<file path="config.mk">
export PLATFORM = sky130hd
export DESIGN_NAME = adder_8bit
export DESIGN_NICKNAME = d
export VERILOG_FILES = /design/src/rtl/adder_8bit.sv
export SDC_FILE = /design/constraint.sdc
export NUM_CORES = 1
export LEC_CHECK = 0
export CAP_MARGIN = 30
export CORE_MARGIN = 10
export CORE_UTILIZATION = 28
export DETAILED_ROUTE_END_ITERATION = 16
export GPL_TIMING_DRIVEN = 1
export HOLD_SLACK_MARGIN = 0.12
export SKIP_CTS_REPAIR_TIMING = 1
export SLEW_MARGIN = 15
export SYNTH_ARGS = -nofsm -noshare
export SYNTH_HDL_FRONTEND = slang
export SYNTH_SLANG_ARGS = --single-unit
</file>
<file path="constraint.sdc">
create_clock -name clk -period 0.8 [get_ports clk]
set_input_delay 0.12 -clock clk [delete_from_list [all_inputs] [get_ports clk]]
set_output_delay 0.12 -clock clk [all_outputs]
set_load 0.02 [all_outputs]
</file>
<file path="src/rtl/adder_8bit.sv">
// Registered WIDTH-bit adder with carry-in, carry-out and signed status flags.
// Define ADDER_8BIT_PIPE2_EN to split the add into two half-width stages (latency 2).
module adder_8bit #(
  parameter int WIDTH = 8
) (
  input  logic             clk,
  input  logic             rst,
  input  logic             in_valid,
  input  logic [WIDTH-1:0] a,
  input  logic [WIDTH-1:0] b,
  input  logic             cin,
  output logic             out_valid,
  output logic [WIDTH-1:0] sum,
  output logic             cout,
  output logic             overflow,
  output logic             zero
);

  logic             resValid;
  logic [WIDTH:0]   resFull;
  logic             resAMsb;
  logic             resBMsb;

  logic             valid_q;
  logic [WIDTH-1:0] sum_q,      sum_d;
  logic             cout_q,     cout_d;
  logic             overflow_q, overflow_d;
  logic             zero_q,     zero_d;

`ifdef ADDER_8BIT_PIPE2_EN
  localparam int H = WIDTH / 2;

  logic         s1Valid_q;
  logic [H-1:0] loSum_q,   loSum_d;
  logic         loCarry_q, loCarry_d;
  logic [H-1:0] aHi_q;
  logic [H-1:0] bHi_q;
  logic [H:0]   hiFull;

  always_comb begin
    {loCarry_d, loSum_d} = {1'b0, a[H-1:0]} + {1'b0, b[H-1:0]} + {{H{1'b0}}, cin};
  end

  // Stage 1: low half sum and carry; upper operand halves ride along for stage 2.
  always_ff @(posedge clk or posedge rst) begin
    if (rst) begin
      s1Valid_q <= 1'b0;
      loSum_q   <= '0;
      loCarry_q <= 1'b0;
      aHi_q     <= '0;
      bHi_q     <= '0;
    end else begin
      s1Valid_q <= in_valid;
      if (in_valid) begin
        loSum_q   <= loSum_d;
        loCarry_q <= loCarry_d;
        aHi_q     <= a[WIDTH-1:H];
        bHi_q     <= b[WIDTH-1:H];
      end
    end
  end

  always_comb begin
    hiFull   = {1'b0, aHi_q} + {1'b0, bHi_q} + {{H{1'b0}}, loCarry_q};
    resValid = s1Valid_q;
    resFull  = {hiFull, loSum_q};
    resAMsb  = aHi_q[H-1];
    resBMsb  = bHi_q[H-1];
  end
`else
  always_comb begin
    resValid = in_valid;
    resFull  = {1'b0, a} + {1'b0, b} + {{WIDTH{1'b0}}, cin};
    resAMsb  = a[WIDTH-1];
    resBMsb  = b[WIDTH-1];
  end
`endif

  // Flags are all derived from the same result word so they stay coherent with sum.
  always_comb begin
    sum_d      = resFull[WIDTH-1:0];
    cout_d     = resFull[WIDTH];
    overflow_d = (resAMsb == resBMsb) && (sum_d[WIDTH-1] != resAMsb);
    zero_d     = (sum_d == '0);
  end

  always_ff @(posedge clk or posedge rst) begin
    if (rst) begin
      valid_q    <= 1'b0;
      sum_q      <= '0;
      cout_q     <= 1'b0;
      overflow_q <= 1'b0;
      zero_q     <= 1'b0;
    end else begin
      valid_q <= resValid;
      if (resValid) begin
        sum_q      <= sum_d;
        cout_q     <= cout_d;
        overflow_q <= overflow_d;
        zero_q     <= zero_d;
      end
    end
  end

  assign out_valid = valid_q;
  assign sum       = sum_q;
  assign cout      = cout_q;
  assign overflow  = overflow_q;
  assign zero      = zero_q;

endmodule

</file>
==> impl_metrics.env <==
export IMPL_max_cap_violations=0
export IMPL_cts_sinks=12
export IMPL_p_comb_share_pct=55.0
export IMPL_violations="negative setup slack"
export IMPL_final_cell_mix="32 x buf_4, 16 x buf_6, 12 x dfrtp_1, 12 x dlymetal6s2s_1, 9 x nor2_1"
export IMPL_crit_type="in -> reg"
export IMPL_use_met2_pct=14.4
export IMPL_setup_viol=22
export IMPL_postSynthCellCount=90
export IMPL_hold_class="in -> async"
export IMPL_path_cells="buf_8 -> inv_12 -> fa_2 -> inv_2 -> fa_2 -> a211o_1 -> a2111o_1 -> o211ai_2 -> o2111ai_2 -> o31ai_2"
export IMPL_die_w_um=76.0
export IMPL_crit_top_cell="fa_2"
export IMPL_antennaDiodeCount=0
export IMPL_slowest_delay_ns=0.42
export IMPL_worstPathRequired_ns=0.98
export IMPL_status="finished with violations"
export IMPL_slew_viol_final=0
export IMPL_grt_busiest_layer="met2"
export IMPL_firstDrtPassIters=4
export IMPL_first_global_vias=950
export IMPL_first_iter_violations=24
export IMPL_avgSynthCellArea_um2=9.75
export IMPL_cpMaxStageDelayCell="a2111o_1"
export IMPL_cts_tree="done"
export IMPL_hpwlAfterDp_mm=2.01
export IMPL_gp_congestion=0.714
export IMPL_fin_crit_ns=1.88
export IMPL_port_buffers=31
export IMPL_rows=20
export IMPL_rr_worst_depth=2
export IMPL_grt_max_degree=13
export IMPL_drive_gt1_share_pct=54.5
export IMPL_tightest_slew_ns=0.305
export IMPL_fin_ws_ns=-1.08
export IMPL_clockBufferDepth=2
export IMPL_dieArea_mm2=0.00577
export IMPL_clk_pin_slew_ns=0.07
export IMPL_nets=187
export IMPL_internal_power_w=0.00169
export IMPL_drc=0
export IMPL_clkPwrFrac_pct=14.1
export IMPL_dpl_instance_area_mm2=0.00149
export IMPL_regArea_um2=300
export IMPL_power_frac_seq_pct=30.9
export IMPL_die_h_um=76.0
export IMPL_worst_hold_slack_ns=0.152
export IMPL_syn_nets=119
export IMPL_cts_buffers=3
export IMPL_multi_input_area_um2=674
export IMPL_critical_path_startpoint_type="primary input"
export IMPL_routed_via_density=4.54
export IMPL_fin_area_mm2=0.00174
export IMPL_reg2reg_to="sum[3]"
export IMPL_gr_total_overflow=0
export IMPL_n_fill_cell=266
export IMPL_num_vias=907
export IMPL_p_sw_share_pct=33.0
export IMPL_cp_max_fo=2
export IMPL_fin_skew_ns=0
export IMPL_fin_crit_sh_pct=235
export IMPL_synth_warnings=0
export IMPL_wirelength_mm=2.62
export IMPL_netlist_area_um2=877
export IMPL_track_usage_pct=8.44
export IMPL_fmax_mhz=533
export IMPL_p_leak_nw=0.879
export IMPL_max_slew_margin_rel_pct=79.6
export IMPL_total_power_w=0.00253
export IMPL_core_area_mm2=0.00303
export IMPL_r2r_slack_ns=-0.10
export IMPL_vdd_ir_drop_max_v=0.000452
export IMPL_hold_violations=0
export IMPL_h_tree_depth=1
export IMPL_gr_usage_met3_pct=2.71
export IMPL_antenna_found_initial=0
export IMPL_ioPinCount=32
export IMPL_met1_usage_pct=9.44
export IMPL_power_switching_w=0.000833
export IMPL_arrival_ns=2.06
export IMPL_power_density_mw_per_mm2=1450
export IMPL_ctsRootBufferMaster="clkbuf_4"
export IMPL_r2r_start="sum[3]"
export IMPL_rsz0062_at_grt="true"
export IMPL_clock_latency_ns=0.26
export IMPL_mostFrequentLayoutCell="buf_4"
export IMPL_grt_pass1_wl_mm=4.17
export IMPL_end_kind="flip-flop"
export IMPL_ys_types=37
export IMPL_postRouteAntennaNets=0
export IMPL_area_growth_pct=98.6
export IMPL_start_util_pct=29.0
export IMPL_seq_area_frac_synth_pct=34.2
export IMPL_wl_per_cell_um=13.1
export IMPL_synth_seq_cells=12
## power groups by stage
stage          Clock [W]  Combinational (W)  Sequential [W]
2_1_floorplan          0           0.000439        0.000895
3_3_place_gp           0            0.00116        0.000767
3_5_place_dp           0            0.00117        0.000772
4_1_cts         0.000377            0.00118        0.000762
5_1_grt         0.000412            0.00151        0.000790
6_report        0.000356            0.00139        0.000780
## worst max path at each step
stage	startpoint	to	slack (ns)
floorplan	a[0]	zero	-1.04
global placement	a[0]	zero	-1.68
detailed placement	a[0]	zero	-1.71
CTS	a[0]	zero	-1.43
global route	cin	zero	-1.18
finish	a[0]	zero	-1.08
## cells by family (layout without fill, tap and decap cells)
group	after synthesis	after routing	synth area share (%)
AOI/OAI and AO/OA	26	26	22.7
xor gates and xnor gates	4	4	4.00
adders and majority gates	9	9	14.6
buffers and inverters	10	76	5.28
DFF	12	12	34.2
muxes	4	4	4.99
and+or+nand+nor	25	25	14.3
## critical path: cells and delay by family
kind	cells	cell delay [ns]
buffers and inverters	3	0.19
adders and majority gates	2	0.55
AOI/OAI and AO/OA	5	1.19
## synthesized netlist by cell type, drive strengths merged
library cell   n  area [µm²]
inv            7        26.3
a2111o         1        11.3
o31ai          1        12.5
buf            2        16.3
clkbuf         1        3.75
nor3           1        5.00
o22a           1        8.76
and4b          1        10.0
o21a           2        16.3
nand2          3        11.3
or3            2        12.5
o2111ai        1        15.0
a211o          1        8.76
nand2b         4        25.0
a211oi         3        22.5
dfrtp         12         300
mux2i          1        10.0
o22ai          1        6.26
xor2           2        17.5
nor2          11        41.3
a31o           1        8.76
xnor2          2        17.5
fa             2        40.0
nor2b          2        12.5
nand3b         1        7.51
mux2           3        33.8
ha             7        87.6
a21oi          7        38.8
o21bai         1        7.51
o21ai          3        15.0
o211ai         2        20.0
a21o           1        7.51
## registers in the layout, summed over array words and instances (netlist names)
| register | cells |
|---|---|
| out_valid | 1 |
| overflow | 1 |
| cout | 1 |
| zero | 1 |
| sum | 8 |
## metal layers
metal	wire [µm]	vias to the layer above	share of wire [%]
met5	0	-	0
met4	11	0	0.42
met3	84	2	3.2
met2	1360	21	52
met1	1160	430	44
li1	-	454	-
## layout make-up
| class | count | share of cell area, % |
|---|---|---|
| well taps | 44 | 3.16 |
| repair buffers | 66 | 37.1 |
| clock buffers | 3 | 1.29 |
| multi-input cells | 68 | 38.7 |
| flip-flops and latches | 12 | 17.2 |
| inverters | 7 | 2.51 |
## stage by stage
stage	setup TNS, ns	std cells	setup slack [ns]	utilization, %
4_1_cts	-18.93	194	-1.43	49.9
5_1_grt	-9.55	200	-1.18	57.5
2_1_floorplan	-7.00	90	-1.04	-
6_report	-8.65	200	-1.08	57.5
3_3_place_gp	-18.20	191	-1.68	49.1
3_5_place_dp	-18.50	191	-1.71	49.1
Note: power is estimated with default switching activity, not from simulation.
